## src/rtl/mem_arbiter.sv

```systemverilog
// mem_arbiter
// Shares the single-ported word memory controller between instruction fetch
// (port I, read only) and load/store (port D). It picks one requester, latches
// its address, direction and write data, then issues one mem_valid pulse. It
// waits MEM_LAT cycles and returns read data with a done pulse to the owner.
//
// Ports
//   clk, reset          : clock, synchronous active-high reset
//   i_req/i_addr        : port I request level and byte address
//   i_gnt/i_done        : port I grant / completion pulses
//   d_req/d_rw/d_addr/d_wdata : port D request, direction (1=read), address, data
//   d_gnt/d_done        : port D grant / completion pulses
//   rdata               : read data of the most recent completed read
//   busy                : high in ISSUE, WAIT and DONE
//   mem_valid/mem_rw/mem_addr/mem_wdata : request to the memory controller
//   mem_wr_oe           : enables the top-level tristate driver during writes
//   mem_rdata           : data bus value from the controller
//
// Build option
//   MEM_ARB_RR_EN : when defined, ties are broken round-robin (the port not
//                   granted last wins). When undefined, D always wins ties.

module mem_arbiter #(
  parameter int DWIDTH    = 32,
  parameter int CPUAWIDTH = 32,
  parameter int MEM_LAT   = 2
) (
  input  logic                 clk,
  input  logic                 reset,
  input  logic                 i_req,
  input  logic [CPUAWIDTH-1:0] i_addr,
  output logic                 i_gnt,
  output logic                 i_done,
  input  logic                 d_req,
  input  logic                 d_rw,
  input  logic [CPUAWIDTH-1:0] d_addr,
  input  logic [DWIDTH-1:0]    d_wdata,
  output logic                 d_gnt,
  output logic                 d_done,
  output logic [DWIDTH-1:0]    rdata,
  output logic                 busy,
  output logic                 mem_valid,
  output logic                 mem_rw,
  output logic [CPUAWIDTH-1:0] mem_addr,
  output logic [DWIDTH-1:0]    mem_wdata,
  output logic                 mem_wr_oe,
  input  logic [DWIDTH-1:0]    mem_rdata
);

  typedef enum logic [1:0] {IDLE, ISSUE, WAIT, DONE} state_t;

  state_t                 state_reg, state_next;
  logic [3:0]             cnt_reg;
  logic                   owner_d_reg;   // 0 = port I owns the transaction, 1 = port D
  logic                   rw_reg;
  logic [CPUAWIDTH-1:0]   addr_reg;
  logic [DWIDTH-1:0]      wdata_reg;
  logic [DWIDTH-1:0]      rdata_reg;
  logic                   any_req;
  logic                   pick_d;

  assign any_req = i_req | d_req;

`ifdef MEM_ARB_RR_EN
  // Set when the previous grant went to D; reset points at I so that
  // D wins the first tie after reset.
  logic last_d_reg;

  assign pick_d = d_req & (~i_req | ~last_d_reg);

  always_ff @(posedge clk) begin
    if (reset) begin
      last_d_reg <= 1'b0;
    end else if (state_reg == IDLE && any_req) begin
      last_d_reg <= pick_d;
    end
  end
`else
  assign pick_d = d_req;
`endif

  // State register and latched transaction context
  always_ff @(posedge clk) begin
    if (reset) begin
      state_reg   <= IDLE;
      cnt_reg     <= '0;
      owner_d_reg <= 1'b0;
      rw_reg      <= 1'b0;
      addr_reg    <= '0;
      wdata_reg   <= '0;
      rdata_reg   <= '0;
    end else begin
      state_reg <= state_next;
      case (state_reg)
        IDLE: begin
          if (any_req) begin
            owner_d_reg <= pick_d;
            rw_reg      <= pick_d ? d_rw    : 1'b1;
            addr_reg    <= pick_d ? d_addr  : i_addr;
            wdata_reg   <= pick_d ? d_wdata : '0;
          end
        end
        ISSUE: begin
          cnt_reg <= 4'(MEM_LAT - 1);
        end
        WAIT: begin
          if (cnt_reg == 4'd0) begin
            // Writes leave the last read value visible on rdata.
            if (rw_reg) begin
              rdata_reg <= mem_rdata;
            end
          end else begin
            cnt_reg <= cnt_reg - 4'd1;
          end
        end
        default: begin
        end
      endcase
    end
  end

  // Next state and outputs
  always_comb begin
    state_next = state_reg;
    i_gnt      = 1'b0;
    d_gnt      = 1'b0;
    i_done     = 1'b0;
    d_done     = 1'b0;
    mem_valid  = 1'b0;
    mem_wr_oe  = 1'b0;
    busy       = 1'b1;
    case (state_reg)
      IDLE: begin
        busy = 1'b0;
        if (any_req) begin
          state_next = ISSUE;
        end
      end
      ISSUE: begin
        mem_valid  = 1'b1;
        i_gnt      = ~owner_d_reg;
        d_gnt      = owner_d_reg;
        state_next = WAIT;
      end
      WAIT: begin
        mem_wr_oe = ~rw_reg;
        if (cnt_reg == 4'd0) begin
          state_next = DONE;
        end
      end
      DONE: begin
        i_done     = ~owner_d_reg;
        d_done     = owner_d_reg;
        state_next = IDLE;
      end
      default: begin
        state_next = IDLE;
      end
    endcase
  end

  // The controller re-samples the address during WAIT, so the latched
  // context is driven continuously rather than only during ISSUE.
  assign mem_rw    = rw_reg;
  assign mem_addr  = addr_reg;
  assign mem_wdata = wdata_reg;
  assign rdata     = rdata_reg;

endmodule

```

## config.mk

```make
export PLATFORM = sky130hd
export DESIGN_NAME = mem_arbiter
export DESIGN_NICKNAME = d
export VERILOG_FILES = /design/src/rtl/mem_arbiter.sv
export SDC_FILE = /design/constraint.sdc
export NUM_CORES = 1
export LEC_CHECK = 0
export ABC_CLOCK_PERIOD_IN_PS = 2000
export CAP_MARGIN = 20
export CORE_MARGIN = 2
export CORE_UTILIZATION = 39
export DETAILED_ROUTE_END_ITERATION = 12
export HOLD_SLACK_MARGIN = 0.06
export PLACE_DENSITY = 0.81
export SETUP_SLACK_MARGIN = 0.02
export SYNTH_ARGS = -nofsm -noshare
export SYNTH_HDL_FRONTEND = slang
export SYNTH_SLANG_ARGS = --single-unit
```

## constraint.sdc

```tcl
create_clock -name clk -period 2 [get_ports clk]
set_input_delay 0.4 -clock clk [delete_from_list [all_inputs] [get_ports clk]]
set_output_delay 0.4 -clock clk [all_outputs]
set_load 0.01 [all_outputs]
```

==> metrics.cfg <==
[power_and_ir_drop]
p_int_mw=4.73
peakVddDrop_v=0.000580
p_sw_share_pct=35.3
seq_power_share_pct=37.2
fin_total_pwr_mw=7.32
powerDensity_mw_per_mm2=1050
p_leak_nw=2.60
switchingPower_mw=2.58
combPwrFrac_pct=43.2
pwr-share-clk_pct=19.6

[clock_network]
cts_tree=done
numCtsBuffers=9
clk_pin_slew_ns=0.09
cts_max_level=3
clockBufferDepth=2
root_buffer=clkbuf_8
cts.sinks=104
postCtsHoldBufs=0
insertion_delay_ns=0.36
post-cts-setup-buffer-count=0

[final_layout]
antenna_cells=0
multiInputGateArea_mm2=0.00198
synthToLayoutAreaGrowth_pct=63.7
drive_above_1_share_pct=5.92
regArea_mm2=0.00209
nNetsFinal=845
final.fill_count=898

[sta]
finalCritPeriodShare_pct=93.5
fin_skew_ns=0.00633
slew_headroom_pct=63.0
timing.fmax_ghz=0.535
tns_ns=0
worstMarginPinSlew_ns=0.554
hold_viol=0
finalCriticalPeriod_ns=1.87
setup_viol=0
fin_hold_ws_ns=0.341
rsz0062_at_grt=no
maxSlewViolCount=0

[detailed_routing]
drtPass1Iterations=4
postRouteAntennaNets=0
num_vias=4354
dr.max_layer_used=met4
wl_met2_mm=6.49
wire_per_inst_um=15.1
remaining_drc_errors=0
via_per_inst=5.12
dr_wl_met3_mm=1.25
wl_mm=12.9
drtIter0Drc=218
m1WireLength_mm=4.96

[floorplan]
start_util_pct=39.8
die_h_um=109
ios=237
core_area_mm2=0.0107
num_rows=38
dieWidth_um=109
dieArea_mm2=0.0118

[synth]
syn_area_mm2=0.00427
synth-seq-cells=104
synth_adder_area_share_pct=2.05
netlist_instances=493
synth_area_per_cell_um2=8.66
synthXorXnorAreaFrac_pct=0
synthMuxAreaShare_pct=8.20
yosys.area_share.simple_pct=16.9
synth_compound_area_share_pct=18.7
yosys_warnings=0
synth_cell_types=31
ys_seq_area_share_pct=48.7
syn_nets=633
synth_top_family_by_area=compound AO/OA/AOI/OAI gates

[grt]
grt_pass1_wl_mm=19.7
grt_util_all_layers_pct=21.1
grt_overflow=0
grt_max_degree=66
antenna_found_initial=0
grt_pass1_vias=4131

[critical_path]
end_kind=output port
cp_slowest_cell=dfxtp_4
cpPeakStageDelay_ns=0.37
crit_path_max_fanout=4
cp_top_family=buffers and inverters
worstSetupPathType=reg2out
crit_buf_inv=2
worst-endpoint-arrival_ns=1.47
required_ns=1.60
cp-start-kind=register
crit_chain=inv_2 -> ha_1 -> nor2b_1 -> dlygate4sd2_1

[placed_design]
gp_congestion=0.751
dp_hpwl_mm=9.35
port_buffers=236

[worst_hold_path]
min_path_type=in2reg

[status]
status=complete, no violations

[flow_run]
drv_cap=0

[synthesized netlist by cell type (all sizes together)]
library cell    n  share of area (%)
a211oi         34                6.1
inv             6               0.53
a211o           1               0.21
nor2           33                2.9
nand2b          1               0.15
nand3b          2               0.35
or3             2               0.29
a21oi          66                7.8
nor2b           4               0.59
or3b            1               0.26
a311oi          1               0.21
nand2          37                3.3
mux2i          35                8.2
nor3b           2               0.47
o21a            1               0.18
nor3            2               0.23
o21ai          34                4.0
nand3          68                8.0
buf            18                2.3
and2            3               0.44
dfxtp         104                 49
clkbuf         30                2.6
a21o            1               0.18
ha              7                2.1
[cell usage in the layout, fill, tap and decap left out, drive strengths merged, types with 6 or more instances in the layout]
master         instances
buf                   15
dfxtp                104
o21ai                 34
ha                     7
nor2                  33
a21oi                 66
nand2                 37
nand3                 68
clkbuf                11
inv                    6
clkdlybuf4s50        227
mux2i                 35
dlygate4sd2            6
a211oi                34
[path summary, 6_finish.rpt]
| check | startpoint | end | slack, ns | cells after the start |
|---|---|---|---|---|
| setup / recovery | state_reg[0]$_SDFFE_PP0P_ | mem_wr_oe | 0.13 | 4 |
| hold / removal | reset | state_reg[0]$_SDFFE_PP0P_ | 0.34 | 2 |
| setup reg to reg | cnt_reg[0]$_SDFFE_PP0P_ | state_reg[0]$_SDFFE_PP0P_ | 0.23 | 5 |
| hold reg to reg | mem_wdata[26]$_SDFFE_PP0P_ | mem_wdata[26]$_SDFFE_PP0P_ | 0.46 | 2 |
[cell families (layout without fill, tap and decap cells)]
family	count (synthesis)	after routing
and+or+nand+nor	155	155
adders and majority gates	7	7
muxes	35	35
DFF	104	104
buffers and inverters	54	271
AOI/OAI and AO/OA	138	138
[power by group through the flow]
stage / combinational [mW] / sequential [mW] / clock, mW
2_1_floorplan: 1.53 / 2.90 / 0
3_3_place_gp: 3.07 / 2.73 / 0
3_5_place_dp: 3.16 / 2.75 / 0
4_1_cts: 3.17 / 2.72 / 1.47
5_1_grt: 3.47 / 2.77 / 1.56
6_report: 3.16 / 2.72 / 1.44
[per-stage QoR]
stage	instance area, µm²	cells	setup WS (ns)	utilization, %
finish	6990	850	0.129	65.1
global route	6990	850	0.0386	65.1
CTS	6960	849	0.0609	64.8
detailed placement	6730	833	0.0405	62.6
global placement	6730	833	0.134	62.6
floorplan	4270	493	0.351	-
[area by class of cell]
type	instances	area share (%)
flip-flops and latches	104	29.8
well taps	140	2.50
clock inverters	5	1.14
inverters	6	0.322
repair buffers	249	35.8
multi-input cells	335	28.4
clock buffers	11	2.02
[what timing repair did]
action                     in CTS  in global routing
setup endpoints to repair       7                  1
pin swaps                       0                  0
resized for setup              14                  1
[per-layer routing]
layer	global-route usage, %	vias up
met5	0	-
met4	6.14	0
met3	6.93	13
met2	38.0	189
met1	23.6	2001
li1	-	2151
Power figures use the tool's default switching activity.
